`config.mk`:
```
export PLATFORM = sky130hd
export DESIGN_NAME = time_set_controller_flat
export DESIGN_NICKNAME = d
export VERILOG_FILES = /design/src/rtl/time_set_controller_if.sv /design/src/rtl/time_set_controller.sv /design/src/flat_wrapper.sv
export SDC_FILE = /design/constraint.sdc
export NUM_CORES = 1
export LEC_CHECK = 0
export CAP_MARGIN = 5
export CELL_PAD_IN_SITES_DETAIL_PLACEMENT = 2
export CELL_PAD_IN_SITES_GLOBAL_PLACEMENT = 2
export CORE_AREA = 2 2 140 142
export DETAILED_ROUTE_END_ITERATION = 6
export DIE_AREA = 0 0 142 144
export PLACE_DENSITY_LB_ADDON = 0.1
export SETUP_SLACK_MARGIN = 0.3
export SLEW_MARGIN = 25
export SYNTH_ARGS = -nofsm -noshare
export SYNTH_HDL_FRONTEND = slang
export SYNTH_SLANG_ARGS = --single-unit
```
`constraint.sdc`:
```
create_clock -name clk -period 2.5 [get_ports clk]
set_clock_uncertainty 0.15 [all_clocks]
set_input_delay 0.5 -clock clk [delete_from_list [all_inputs] [get_ports clk]]
set_output_delay 0.5 -clock clk [all_outputs]
set_load 0.005 [all_outputs]
```
`src/rtl/time_set_controller_if.sv`:
```
// time_set_controller_if: raw set/change/add buttons in, datapath controls out.
// master = controller side, slave = button and datapath side.
interface time_set_controller_if;
  logic       set_time_button;
  logic       set_time_change_button;
  logic       set_time_add_button;
  logic       count_en;
  logic       hour_inc;
  logic       minute_inc;
  logic       second_inc;
  logic [1:0] mode;
  logic [5:0] blink_mask;

  modport master (
    input  set_time_button,
    input  set_time_change_button,
    input  set_time_add_button,
    output count_en,
    output hour_inc,
    output minute_inc,
    output second_inc,
    output mode,
    output blink_mask
  );

  modport slave (
    output set_time_button,
    output set_time_change_button,
    output set_time_add_button,
    input  count_en,
    input  hour_inc,
    input  minute_inc,
    input  second_inc,
    input  mode,
    input  blink_mask
  );
endinterface

```
`src/rtl/time_set_controller.sv`:
```
// time_set_controller: debounces set/change/add, runs the RUN/SET mode machine,
// issues hour/minute/second inc pulses (with auto-repeat) and the blink mask.
module time_set_controller #(
  parameter int CLK_FREQ    = 50_000_000,
  parameter int DEBOUNCE_MS = 20,
  parameter int BLINK_HZ    = 2,
  parameter int HOLD_MS     = 1000,
  parameter int REPEAT_HZ   = 5
) (
  input  logic                 clk,
  input  logic                 rst,
  time_set_controller_if.master bus
);

  localparam int DB_N   = CLK_FREQ / 1000 * DEBOUNCE_MS;
  localparam int HOLD_N = CLK_FREQ / 1000 * HOLD_MS;
  localparam int REP_N  = CLK_FREQ / REPEAT_HZ;
  localparam int HALF_N = CLK_FREQ / (2 * BLINK_HZ);

  localparam int DB_W   = (DB_N > 1) ? $clog2(DB_N) : 1;
  localparam int HOLD_W = (HOLD_N > 1) ? $clog2(HOLD_N) : 1;
  localparam int REP_W  = (REP_N > 1) ? $clog2(REP_N) : 1;
  localparam int HALF_W = (HALF_N > 1) ? $clog2(HALF_N) : 1;

  localparam logic [DB_W-1:0]   DB_LAST   = DB_W'(DB_N - 1);
  localparam logic [HOLD_W-1:0] HOLD_LAST = HOLD_W'(HOLD_N - 1);
  localparam logic [REP_W-1:0]  REP_LAST  = REP_W'(REP_N - 1);
  localparam logic [HALF_W-1:0] HALF_LAST = HALF_W'(HALF_N - 1);

  localparam logic [1:0] S_RUN  = 2'd0;
  localparam logic [1:0] S_HOUR = 2'd1;
  localparam logic [1:0] S_MIN  = 2'd2;
  localparam logic [1:0] S_SEC  = 2'd3;

  // bit 0 set, bit 1 change, bit 2 add
  logic [2:0]      raw;
  logic [2:0]      s1;
  logic [2:0]      s2;
  logic [2:0]      deb;
  logic [2:0]      deb_q;
  logic [2:0]      press;
  logic [DB_W-1:0] dcnt [3];

  assign raw = {bus.set_time_add_button,
                bus.set_time_change_button,
                bus.set_time_button};

  always_ff @(posedge clk) begin
    if (rst) begin
      s1    <= '1;
      s2    <= '1;
      deb   <= '1;
      deb_q <= '1;
      for (int i = 0; i < 3; i++) dcnt[i] <= '0;
    end else begin
      s1    <= raw;
      s2    <= s1;
      deb_q <= deb;
      for (int i = 0; i < 3; i++) begin
        if (s2[i] == deb[i]) begin
          dcnt[i] <= '0;
        end else if (dcnt[i] == DB_LAST) begin
          deb[i]  <= s2[i];
          dcnt[i] <= '0;
        end else begin
          dcnt[i] <= dcnt[i] + DB_W'(1);
        end
      end
    end
  end

  // press = debounced falling edge, one cycle
  assign press = deb_q & ~deb;

  logic set_p;
  logic chg_p;
  logic add_p;

  assign set_p = press[0];
  assign chg_p = press[1];
  assign add_p = press[2];

  logic [1:0]        state;
  logic [1:0]        state_n;
  logic [2:0]        fld;
  logic [2:0]        inc_n;
  logic [5:0]        fmask;
  logic [5:0]        mask_n;
  logic              fire;
  logic              mchg;
  logic              hold_clr;
  logic              hold_done;
  logic              phase;
  logic              phase_n;
  logic [HOLD_W-1:0] hold_cnt;
  logic [REP_W-1:0]  rep_cnt;
  logic [HALF_W-1:0] bcnt;
  logic              count_en_q;
  logic [2:0]        inc_q;
  logic [5:0]        mask_q;

  always_comb begin
    fld = 3'b000;
    unique case (state)
      S_HOUR:  fld = 3'b100;
      S_MIN:   fld = 3'b010;
      S_SEC:   fld = 3'b001;
      default: fld = 3'b000;
    endcase
  end

  // first repeat lands when hold completes, then every REP_N
  assign fire = (state != S_RUN) && !deb[2] &&
                (hold_done ? (rep_cnt == REP_LAST)
                           : (hold_cnt == HOLD_LAST));

  always_comb begin
    state_n = state;
    inc_n   = 3'b000;
    if (state == S_RUN) begin
      if (set_p) state_n = S_HOUR;
    end else if (set_p) begin
      state_n = S_RUN;
    end else if (chg_p) begin
      state_n = (state == S_SEC) ? S_HOUR : state + 2'd1;
    end else if (add_p || fire) begin
      inc_n = fld;
    end
  end

  assign mchg     = (state_n != state);
  assign hold_clr = (state == S_RUN) || deb[2] || set_p || chg_p;

  always_ff @(posedge clk) begin
    if (rst || hold_clr) begin
      hold_cnt  <= '0;
      hold_done <= 1'b0;
      rep_cnt   <= '0;
    end else if (!hold_done) begin
      if (hold_cnt == HOLD_LAST) hold_done <= 1'b1;
      else hold_cnt <= hold_cnt + HOLD_W'(1);
    end else begin
      rep_cnt <= (rep_cnt == REP_LAST) ? '0 : rep_cnt + REP_W'(1);
    end
  end

  // phase restarts on entry so the edited field starts lit
  assign phase_n = mchg ? 1'b0 :
                   (bcnt == HALF_LAST) ? ~phase : phase;

  always_ff @(posedge clk) begin
    if (rst || mchg) begin
      bcnt  <= '0;
      phase <= 1'b0;
    end else if (bcnt == HALF_LAST) begin
      bcnt  <= '0;
      phase <= ~phase;
    end else begin
      bcnt <= bcnt + HALF_W'(1);
    end
  end

  always_comb begin
    fmask = 6'b000000;
    unique case (state_n)
      S_HOUR:  fmask = 6'b110000;
      S_MIN:   fmask = 6'b001100;
      S_SEC:   fmask = 6'b000011;
      default: fmask = 6'b000000;
    endcase
  end

  assign mask_n = fmask & {6{phase_n}};

  always_ff @(posedge clk) begin
    if (rst) begin
      state      <= S_RUN;
      count_en_q <= 1'b0;
      inc_q      <= 3'b000;
      mask_q     <= 6'b000000;
    end else begin
      state      <= state_n;
      count_en_q <= (state_n == S_RUN);
      inc_q      <= inc_n;
      mask_q     <= mask_n;
    end
  end

  assign bus.mode       = state;
  assign bus.count_en   = count_en_q;
  assign bus.hour_inc   = inc_q[2];
  assign bus.minute_inc = inc_q[1];
  assign bus.second_inc = inc_q[0];
  assign bus.blink_mask = mask_q;

endmodule

```
`src/flat_wrapper.sv`:
```
// flat-port wrapper written by rule: the top's interface ports become plain ports
module time_set_controller_flat 
#(
  parameter int CLK_FREQ    = 50_000_000,
  parameter int DEBOUNCE_MS = 20,
  parameter int BLINK_HZ    = 2,
  parameter int HOLD_MS     = 1000,
  parameter int REPEAT_HZ   = 5
)
  (clk, rst, bus_set_time_button, bus_set_time_change_button, bus_set_time_add_button, bus_count_en, bus_hour_inc, bus_minute_inc, bus_second_inc, bus_mode, bus_blink_mask);
  time_set_controller_if bus_i ();
  input  logic clk;
  input  logic rst;
  input wire logic [$bits(bus_i.set_time_button)-1:0] bus_set_time_button;
  input wire logic [$bits(bus_i.set_time_change_button)-1:0] bus_set_time_change_button;
  input wire logic [$bits(bus_i.set_time_add_button)-1:0] bus_set_time_add_button;
  output wire logic [$bits(bus_i.count_en)-1:0] bus_count_en;
  output wire logic [$bits(bus_i.hour_inc)-1:0] bus_hour_inc;
  output wire logic [$bits(bus_i.minute_inc)-1:0] bus_minute_inc;
  output wire logic [$bits(bus_i.second_inc)-1:0] bus_second_inc;
  output wire logic [$bits(bus_i.mode)-1:0] bus_mode;
  output wire logic [$bits(bus_i.blink_mask)-1:0] bus_blink_mask;
  assign bus_i.set_time_button = bus_set_time_button;
  assign bus_i.set_time_change_button = bus_set_time_change_button;
  assign bus_i.set_time_add_button = bus_set_time_add_button;
  assign bus_count_en = bus_i.count_en;
  assign bus_hour_inc = bus_i.hour_inc;
  assign bus_minute_inc = bus_i.minute_inc;
  assign bus_second_inc = bus_i.second_inc;
  assign bus_mode = bus_i.mode;
  assign bus_blink_mask = bus_i.blink_mask;
  time_set_controller #(.CLK_FREQ(CLK_FREQ), .DEBOUNCE_MS(DEBOUNCE_MS), .BLINK_HZ(BLINK_HZ), .HOLD_MS(HOLD_MS), .REPEAT_HZ(REPEAT_HZ)) u_core (.clk(clk), .rst(rst), .bus(bus_i));
endmodule
```
==> impl_metrics.py <==
metrics = {
    "status": {
        "outcome": "finished, final reports clean",
    },
    "setup_path": {
        "crit_slowest_cell": "dfxtp_4",
        "slowest_delay_ps": 370,
        "worstPathCellList": "inv_2 > ha_4 > nor3b_4 > buf_6 > a2bb2oi_2 > mux2_2 > nand4b_1 > buf_4 > clkbuf_16 > nor2_1",
        "critical_path_class": "reg2reg",
        "crit_family": "buffers and inverters",
        "end_kind": "register",
        "cp_data_arrival_time_ps": 2340,
        "startpoint_type": "register",
        "crit_buf_inv": 4,
        "required_ps": 2660,
        "crit_path_max_fanout": 12,
    },
    "cells_and_area": {
        "drive_gt1_frac": 0.120,
        "syn2layout_area_growth_pct": 22.3,
        "nets": 917,
        "antenna_cells": 0,
    },
    "grt": {
        "grt_pass1_wl_mm": 33.6,
        "grt_max_degree": 25,
        "antenna_found_initial": 0,
        "grt-ovfl-total": 0,
        "grt_pass1_vias": 6578,
        "grt_usage": 0.205,
    },
    "power_and_ir_drop": {
        "finalPower_mw": 5.43,
        "peakVddDrop_mv": 0.447,
        "cellLeakagePower_nw": 3.18,
        "powerDensity_nw_per_um2": 595,
    },
    "logic_synthesis": {
        "synth.distinct_cells": 51,
        "synth-edff-count": 60,
        "yosysWarnings": 0,
        "synth.largest_area_cell": "dfxtp_1",
        "synthTopCellsByCount": "nor2_1 (148), dfxtp_1 (97), nand2_1 (67), edfxtp_1 (60), xor2_1 (57)",
        "netlist_area_sq_um": 7460,
        "synth_top_area_frac": 0.260,
        "ys_seq_area_frac": 0.502,
        "avgSynthCellArea_sq_um": 9.44,
        "yosys-top-cells-area": "dfxtp_1 (26%), edfxtp_1 (24%), nor2_1 (7.4%), xor2_1 (6.7%), xnor2_1 (6.2%)",
        "ys_seq_elements": 157,
        "synth_flop_cell": "dfxtp_1",
        "syn-instance-count": 790,
        "synthArstFlopShare": 0,
        "synth_most_common_cell": "nor2_1",
    },
    "clock_tree": {
        "clock_path_buffers": 2,
        "ctsHoldBuffers": 0,
        "clk_pin_slew_ps": 60,
        "cts_tree": "built",
        "cts.sinks": 157,
        "root_buffer": "clkbuf_16",
        "cts_htree_levels": 4,
        "insertion_delay_ps": 420,
        "numCtsBuffers": 17,
    },
    "detailed_routing": {
        "drt-total-wl_mm": 21.2,
        "dr.max_layer_used": "met4",
        "drtPass1Iterations": 4,
        "antenna_left": 0,
        "wl_met2_mm": 11.4,
        "wl_met3_microns": 410,
        "vias_per_cell": 5.35,
        "drc_errors": 0,
        "drtIter0Drc": 205,
        "met1_length_mm": 9.09,
        "routedWlPerCell_microns": 18.4,
        "num_vias": 6173,
    },
    "worst_hold_path": {
        "hp-class": "reg2reg",
    },
    "timing": {
        "maxSlewHeadroom": 0.646,
        "rsz0062_at_grt": "true",
        "hold_viol": 0,
        "final_max_slew_viol_count": 0,
        "fin_hold_ws_ps": 264,
        "setup_viol": 0,
        "min_period_ps": 2180,
        "fin_crit_sh": 0.871,
        "fmax_ghz": 0.459,
        "fin_ws_ps": 322,
        "tightestPinTransition_ps": 529,
    },
    "run": {
        "maxCapViolCount": 0,
    },
    "placement": {
        "dpl_worst_slack_ps": -121,
        "dpl.hpwl_mm": 13.8,
        "io_buffers": 16,
        "gp_congestion": 0.742,
    },
    "floorplanning": {
        "initial_core_util": 0.391,
        "die_w_microns": 142,
        "rows": 51,
        "die_y_microns": 144,
        "core-area_sq_um": 19100,
        "io_pins": 17,
        "die_area_sq_um": 20400,
    },
}
[per-layer routing]
metal,track usage,vias to the layer above
met5,0,-
met4,0.0547,0
met3,0.0354,19
met2,0.377,52
met1,0.249,3158
li1,-,2944
[worst paths after layout]
path                                               startpoint                    endpoint  slack [ps]  depth (start not counted)
worst max-delay path            u_core.bus.mode[0]$_SDFF_PP0_  u_core.bcnt[12]$_SDFF_PP0_         320                         10
worst min-delay path                  u_core.s1[2]$_SDFF_PP1_     u_core.s2[2]$_SDFF_PP1_         260                          1
worst max register to register  u_core.bus.mode[0]$_SDFF_PP0_  u_core.bcnt[12]$_SDFF_PP0_         320                         10
worst min register to register        u_core.s1[2]$_SDFF_PP1_     u_core.s2[2]$_SDFF_PP1_         260                          1
[what timing repair did]
item | in CTS | in global routing
pin swaps | 2 | 7
gates cloned | 0 | 4
gates resized for setup | 14 | 20
endpoints found under the setup margin | 56 | 98
setup buffers | 3 | 9
[stage by stage]
step | util | cell area (sq um) | instances | setup TNS, ps
finish | 0.478 | 9130 | 1153 | 0
global route | 0.478 | 9130 | 1153 | 0
CTS | 0.468 | 8920 | 1140 | 0
detailed placement | 0.432 | 8250 | 1105 | -650
global placement | 0.432 | 8250 | 1105 | -327
floorplan | - | 7690 | 849 | 0
[cells in the final DEF, fill, tap and decap left out, types with 3 or more instances in the layout]
cell,count
nor2_1,148
dfxtp_1,94
nand2_1,67
edfxtp_1,60
conb_1,60
xor2_1,56
xnor2_1,53
nand3_1,44
nand4_1,37
buf_4,34
and3_1,22
nor4_1,20
clkbuf_16,19
nor3_1,18
inv_1,15
clkdlybuf4s50_1,15
a21oi_1,11
and4_1,9
or2_2,9
o21ai_0,8
or4_1,8
o211ai_1,8
ha_1,8
or3_1,7
clkinv_2,5
clkbuf_8,5
nand2b_1,4
or2_4,4
or4_4,4
nor4b_1,3
and2_1,3
nor2b_1,3
nor4_2,3
o31ai_1,3
a211o_1,3
clkbuf_1,3
[area by class of cell]
type,count,area [sq um]
Inverter,17,63.8
Fill cell,2048,9950
Sequential cell,157,3750
Timing Repair Buffer,55,519
Multi-Input combinational cell,654,3920
Clock buffer,25,505
Clock inverter,7,62.6
Tap cell,238,298
[report_power, final]
group / internal [mW] / switching [mW] / leakage, nW
clock network: 1.50 / 1.03 / 0.283
registers: 2.70 / 0.0537 / 1.40
logic: 0.0638 / 0.0815 / 1.49
total: 4.26 / 1.17 / 3.18
[sequential cells by signal (all words and copies together), names as in the netlist, 24 cells and up]
register and count:
u_core.dcnt 60, u_core.bcnt 24, u_core.hold_cnt 26, u_core.rep_cnt 24
[cells by family after synthesis]
| kind of cell | share of synthesized area |
|---|---|
| compound gates | 0.0361 |
| xor+xnor | 0.129 |
| fa+ha+maj | 0.0168 |
| buf+inv | 0.0235 |
| flops | 0.502 |
| mux | 0.00285 |
| other cells | 0.000503 |
| simple gates | 0.289 |
(Power assumes the default switching activity.)
